**src/rtl/lock_code_entry.sv**
```systemverilog
`default_nettype none
// ============================================================================
// Module      : lock_code_entry
// Description : Keypad front end for the combination lock. Synchronises and
//               debounces a raw hex key and pairs two presses into one byte
//               (high nibble first). Each byte is presented on `code` for
//               exactly one cycle. Otherwise `code` holds IDLE_CODE.
//               An entry with only its high nibble is discarded after
//               TIMEOUT_CYCLES of inactivity.
// Ports       : clk           - clock
//               reset_n       - synchronous active-low reset
//               key_raw       - asynchronous raw key-pressed level (bouncy)
//               key_val       - asynchronous hex key value, stable while pressed
//               code          - assembled byte for one cycle, else IDLE_CODE
//               code_valid    - high in the cycle `code` carries a byte
//               busy          - high nibble held, low nibble awaited
//               timeout_pulse - one-cycle pulse when a partial entry is dropped
// Revision    : 1.0 - initial release
// ============================================================================
module lock_code_entry #(
  parameter int         DEBOUNCE_CYCLES = 16,
  parameter int         TIMEOUT_CYCLES  = 1000,
  parameter logic [7:0] IDLE_CODE       = 8'h00
) (
  input  logic       clk,
  input  logic       reset_n,
  input  logic       key_raw,
  input  logic [3:0] key_val,
  output logic [7:0] code,
  output logic       code_valid,
  output logic       busy,
  output logic       timeout_pulse
);

  localparam int c_db_w = $clog2(DEBOUNCE_CYCLES);
  localparam int c_tm_w = $clog2(TIMEOUT_CYCLES);
  localparam logic [c_db_w-1:0] c_db_last = c_db_w'(DEBOUNCE_CYCLES - 1);
  localparam logic [c_tm_w-1:0] c_tm_last = c_tm_w'(TIMEOUT_CYCLES - 1);

  localparam logic [0:0] c_st_idle = 1'b0;
  localparam logic [0:0] c_st_high = 1'b1;

  // --------------------------------------------------------------------------
  // Two-flop synchronisers. key_val is stable for the whole time the key is
  // held, so a plain per-bit synchroniser gives a coherent value once the
  // debounced press appears.
  // --------------------------------------------------------------------------
  logic [1:0] r_key_sync;
  logic [3:0] r_val_meta;
  logic [3:0] r_val_s;
  logic       w_key_s;

  always_ff @(posedge clk) begin
    if (!reset_n) begin
      r_key_sync <= 2'b00;
      r_val_meta <= 4'h0;
      r_val_s    <= 4'h0;
    end else begin
      r_key_sync <= {r_key_sync[0], key_raw};
      r_val_meta <= key_val;
      r_val_s    <= r_val_meta;
    end
  end

  assign w_key_s = r_key_sync[1];

  // --------------------------------------------------------------------------
  // Debounce: the synchronised level must disagree with the accepted level
  // for DEBOUNCE_CYCLES consecutive cycles before it is taken.
  // --------------------------------------------------------------------------
  logic [c_db_w-1:0] r_db_cnt;
  logic              r_key_db;
  logic              r_key_db_q;
  logic              w_press;

  always_ff @(posedge clk) begin
    if (!reset_n) begin
      r_db_cnt   <= '0;
      r_key_db   <= 1'b0;
      r_key_db_q <= 1'b0;
    end else begin
      r_key_db_q <= r_key_db;
      if (w_key_s == r_key_db) begin
        r_db_cnt <= '0;
      end else if (r_db_cnt == c_db_last) begin
        r_key_db <= w_key_s;
        r_db_cnt <= '0;
      end else begin
        r_db_cnt <= r_db_cnt + c_db_w'(1);
      end
    end
  end

  // One event per debounced rising edge, no matter how long the key is held.
  assign w_press = r_key_db & ~r_key_db_q;

  // --------------------------------------------------------------------------
  // Nibble-pairing FSM
  // --------------------------------------------------------------------------
  logic [0:0]        r_state;
  logic [0:0]        w_state_nxt;
  logic [3:0]        r_hi;
  logic [3:0]        w_hi_nxt;
  logic [c_tm_w-1:0] r_timer;
  logic [c_tm_w-1:0] w_timer_nxt;
  logic              w_timer_done;
  logic [7:0]        w_code_nxt;
  logic              w_valid_nxt;
  logic              w_tmo_nxt;

  assign w_timer_done = (r_timer == c_tm_last);

  // State register, plus the registered outputs.
  always_ff @(posedge clk) begin
    if (!reset_n) begin
      r_state       <= c_st_idle;
      r_hi          <= 4'h0;
      r_timer       <= '0;
      code          <= IDLE_CODE;
      code_valid    <= 1'b0;
      timeout_pulse <= 1'b0;
    end else begin
      r_state       <= w_state_nxt;
      r_hi          <= w_hi_nxt;
      r_timer       <= w_timer_nxt;
      code          <= w_code_nxt;
      code_valid    <= w_valid_nxt;
      timeout_pulse <= w_tmo_nxt;
    end
  end

  // Next-state logic.
  always_comb begin
    w_state_nxt = r_state;
    w_hi_nxt    = r_hi;
    w_timer_nxt = r_timer;
    case (r_state)
      c_st_idle: begin
        if (w_press) begin
          w_state_nxt = c_st_high;
          w_hi_nxt    = r_val_s;
          w_timer_nxt = '0;
        end
      end
      c_st_high: begin
        // A press on the terminal timer cycle still completes the byte.
        if (w_press || w_timer_done) begin
          w_state_nxt = c_st_idle;
          w_timer_nxt = '0;
        end else begin
          w_timer_nxt = r_timer + c_tm_w'(1);
        end
      end
      default: begin
        w_state_nxt = c_st_idle;
        w_timer_nxt = '0;
      end
    endcase
  end

  // Output logic: next values for the registered outputs, and busy.
  always_comb begin
    busy        = (r_state == c_st_high);
    w_code_nxt  = IDLE_CODE;
    w_valid_nxt = 1'b0;
    w_tmo_nxt   = 1'b0;
    if (r_state == c_st_high) begin
      if (w_press) begin
        w_code_nxt  = {r_hi, r_val_s};
        w_valid_nxt = 1'b1;
      end else if (w_timer_done) begin
        w_tmo_nxt = 1'b1;
      end
    end
  end

endmodule
`default_nettype wire

```
**config.mk**
```make
export PLATFORM = sky130hd
export DESIGN_NAME = lock_code_entry
export DESIGN_NICKNAME = d
export VERILOG_FILES = /design/src/rtl/lock_code_entry.sv
export SDC_FILE = /design/constraint.sdc
export NUM_CORES = 1
export LEC_CHECK = 0
export CAP_MARGIN = 10
export CELL_PAD_IN_SITES_DETAIL_PLACEMENT = 2
export CELL_PAD_IN_SITES_GLOBAL_PLACEMENT = 2
export CORE_MARGIN = 1
export CORE_UTILIZATION = 33
export CTS_CLUSTER_SIZE = 28
export DETAILED_ROUTE_END_ITERATION = 7
export PLACE_DENSITY = 0.74
export SYNTH_ARGS = -nofsm -noshare
export SYNTH_HDL_FRONTEND = slang
export SYNTH_SLANG_ARGS = --single-unit
```
**constraint.sdc**
```tcl
create_clock -name clk -period 2.35 [get_ports clk]
set_clock_uncertainty 0.15 [all_clocks]
set_input_delay 0.5875 -clock clk [delete_from_list [all_inputs] [get_ports clk]]
set_output_delay 0.5875 -clock clk [all_outputs]
set_load 0.01 [all_outputs]
```
==> metrics.md <==
| Metric | Value |
|---|---|
| Fillers | `463` |
| Crit start category | `flop` |
| Unique masters post-synth | `32` |
| HPWL after detailed placement | `between 2000 and 2500 um` |
| Critical Path Sink | `busy` |
| Pwr/cell area | `roughly 670 nW/um^2` |
| Sequential cell area fraction in the yosys report | `a little under three fifths` |
| Largest net degree at the start of global routing | `20` |
| Tcrit/Tclk final | `a little under nine tenths` |
| Layout cell share with drive strength beyond 1 | `slightly below 6%` |
| WP data required | `approximately 2.4 ns` |
| Rows | `23` |
| Min cycle time layout | `between 2 and 2.5 ns` |
| DR iter-0 viols | `45` |
| Busiest grt layer | `met2` |
| I/O Pins | `18` |
| CP Max Fanout | `9` |
| Vias | `between 1000 and 1500` |
| Area delta synth->final | `20.3%` |
| CTS Buf Count | `5` |
| Syn nets | `between 150 and 200` |
| Final Setup Violations | `0` |
| Cts repair resizes | `0` |
| Reg2reg setup slack | `0.35 ns` |
| EDFF count, synth | `0` |
| Post-CTS Setup Bufs | `0` |
| Post-Route WL | `~3300 um` |
| CTS Buffer Depth | `2` |
| Hold_buf cts | `0` |
| Leak pwr | `0.655 nW` |
| Initial antenna violation count | `0` |
| Fin. max-slew vios | `0` |
| Pre-antenna DRT Iters | `3` |
| Avg Cell Area, Syn | `~9.8 um^2` |
| Relative slew slack | `roughly 66%` |
| Commonest non-fill, non-tap cell in the layout | `dfxtp_1` |
| Status | `complete, no violations` |
| Clk pin slew, worst setup/hold paths | `about 0.08 ns` |
| CP bufs+invs | `0` |
| Core footprint | `4120 um^2` |
| Number of global-route vias before repair | `1173` |
| Die width | `between 60 and 70 um` |
| Final hold vios | `0` |
| TritonCTS sink count | `around 40` |
| H-tree depth | `2` |
| Top Family by Delay on Critical Path | `simple AND/OR/NAND/NOR gates` |
| NumNets Final | `roughly 180` |
| GR Util met2 | `a little over a quarter` |
| Worst EP arrival | `2.04 ns` |
| CP max-delay cell | `or3_1` |
| Post-synth ARST share | `0%` |
| Placer congestion estimate | `around 0.75` |
| Crit. path cell count | `5` |
| GR Util met1 | `21.9%` |
| CP startpoint | `r_timer[0]` |
| Reg-to-reg endpoint | `busy` |
| Post-Layout Inst Area | `1760 um^2` |
| Wire length per cell | `about 15 um` |
| Peak supply drop | `between 300 and 400 uV` |
| DRC | `0` |
| First-pass GRT wire length | `about 5700 um` |
| Die area | `around 4700 um^2` |
| Slew @ Worst Pin | `just over 0.5 ns` |
| Met3 Track Usage GR | `under 10%` |
| Crit Path Category | `flop to flop` |
| Syn Inst Count | `between 100 and 150` |
| Tot Pwr | `1.18 mW` |
| Max-cap violations | `0` |
| Ys flop type | `dfxtp_1` |
| CP endpoint kind | `flop` |
| Worst min-delay path class | `flop to flop` |
| TritonCTS clock tree | `done` |
| Final ANT Viol Nets | `0` |
| Synth Register Bits | `between 40 and 50` |
| Grt total ovfl | `0` |
| Worst-Skew Late Latency | `around 0.29 ns` |
| FF-to-FF path depth | `5` |
| Worst path max stage delay | `0.48 ns` |
| Smallest hold slack | `0.295 ns` |
| R2R Path Start | `r_timer[0]` |
| Vias per inst | `4.88` |
| Peak Freq | `about 500 MHz` |
| Commonest non-fill, non-tap cells in the layout | `dfxtp_1, and2_1, clkdlybuf4s50_1` |
| Total GRT Usage | `around 17%` |
| Port Buf Inserts | `17` |
| Placed cell areas | `1670 um^2` |
| RSZ-0062 raised after global routing | `no` |
| # diodes | `0` |
| Cell Chain, Critical Path | `ha_1 > nand4bb_1 > or3_1 > and3_1 > o21a_1` |
| Clock root buffer | `clkbuf_8` |
| Setup TNS | `0 ns` |
| Initial Util | `between 30% and 40%` |
| Die Span Y | `slightly below 70 um` |
| Synth warn | `0` |
| Synthesized area | `1460 um^2` |
[through the flow]
| stage | setup WS [ns] | util (%) | cells |
|---|---|---|---|
| after global routing | 0.225 | 42.7 | 220 |
| final | 0.349 | 42.7 | 220 |
| after CTS | 0.362 | 42.7 | 220 |
| after detailed placement | 0.372 | 40.6 | 212 |
| after global placement | 0.439 | 40.6 | 212 |
| after floorplan | 0.623 | - | 149 |
[logic make-up after synthesis]
| family | count (synthesis) | synth area share (%) |
|---|---|---|
| simple gates | 69 | 25.3 |
| flops | 41 | 56.2 |
| compound gates | 22 | 9.77 |
| buf+inv | 9 | 3.34 |
| xor+xnor | 5 | 3.00 |
| fa+ha+maj | 2 | 1.71 |
| mux | 1 | 0.686 |
[layout make-up]
class                   instances  area (um^2)  share of cell area (%)
inverters                       3         11.3                   0.641
flip-flops and latches         41          821                    46.7
repair buffers                 19          185                    10.5
clock inverters                 3         17.5                   0.997
clock buffers                   5         68.8                    3.92
multi-input cells              99          591                    33.6
well taps                      50         62.6                    3.56
[report_power, final]
| group | total [mW] | internal (mW) | switching [mW] |
|---|---|---|---|
| registers | 0.706 | 0.703 | 0.00325 |
| logic | 0.0271 | 0.0156 | 0.0115 |
| clock network | 0.447 | 0.205 | 0.242 |
[Yosys cell counts, drive strengths merged (2+ instances only)]
master	n	share of area [%]
a31oi	2	0.86
nand4	2	0.86
buf	3	1.8
and4	2	1.2
inv	3	0.77
a311oi	2	1.2
and2	19	8.1
and3	3	1.3
a21oi	5	1.7
a21boi	4	2.1
nand3	8	2.7
dfxtp	41	56
nor3	2	0.69
or3	2	0.86
o21ai	5	1.7
nand2	16	4.1
xor2	5	3.0
clkbuf	3	0.77
ha	2	1.7
nor2	9	2.3
[worst min path at each step]
stage                        startpoint            end  slack (ns)  cells after the start
after floorplan           r_key_sync[0]  r_key_sync[1]        0.26                      1
after global placement    r_val_meta[2]     r_val_s[2]        0.27                      1
after detailed placement  r_key_sync[0]  r_key_sync[1]        0.28                      1
after CTS                 r_val_meta[0]     r_val_s[0]        0.30                      1
after global routing      r_val_meta[0]     r_val_s[0]        0.31                      1
final                     r_val_meta[0]     r_val_s[0]        0.29                      1
[worst register-to-register path, delay by kind of cell, from the launching register on]
family	cells	cell delay (ns)
and+or+nand+nor	3	0.86
adders and majority gates	1	0.29
DFF	1	0.45
AOI/OAI and AO/OA	1	0.16
[state kept, by name (all words and copies together) (netlist names)]
signal	cells
busy	1
r_key_sync	2
r_val_meta	4
code_valid	1
r_timer	10
r_db_cnt	4
r_hi	4
code	8
timeout_pulse	1
r_key_db_q	1
r_key_db	1
r_val_s	4
[layer usage]
layer  part of all wire, %  up-vias
li1                      -      543
met5                     0        -
met2                    46       12
met3                   2.7        5
met4                   1.6        0
met1                    50      514
(Power assumes the default switching activity.)
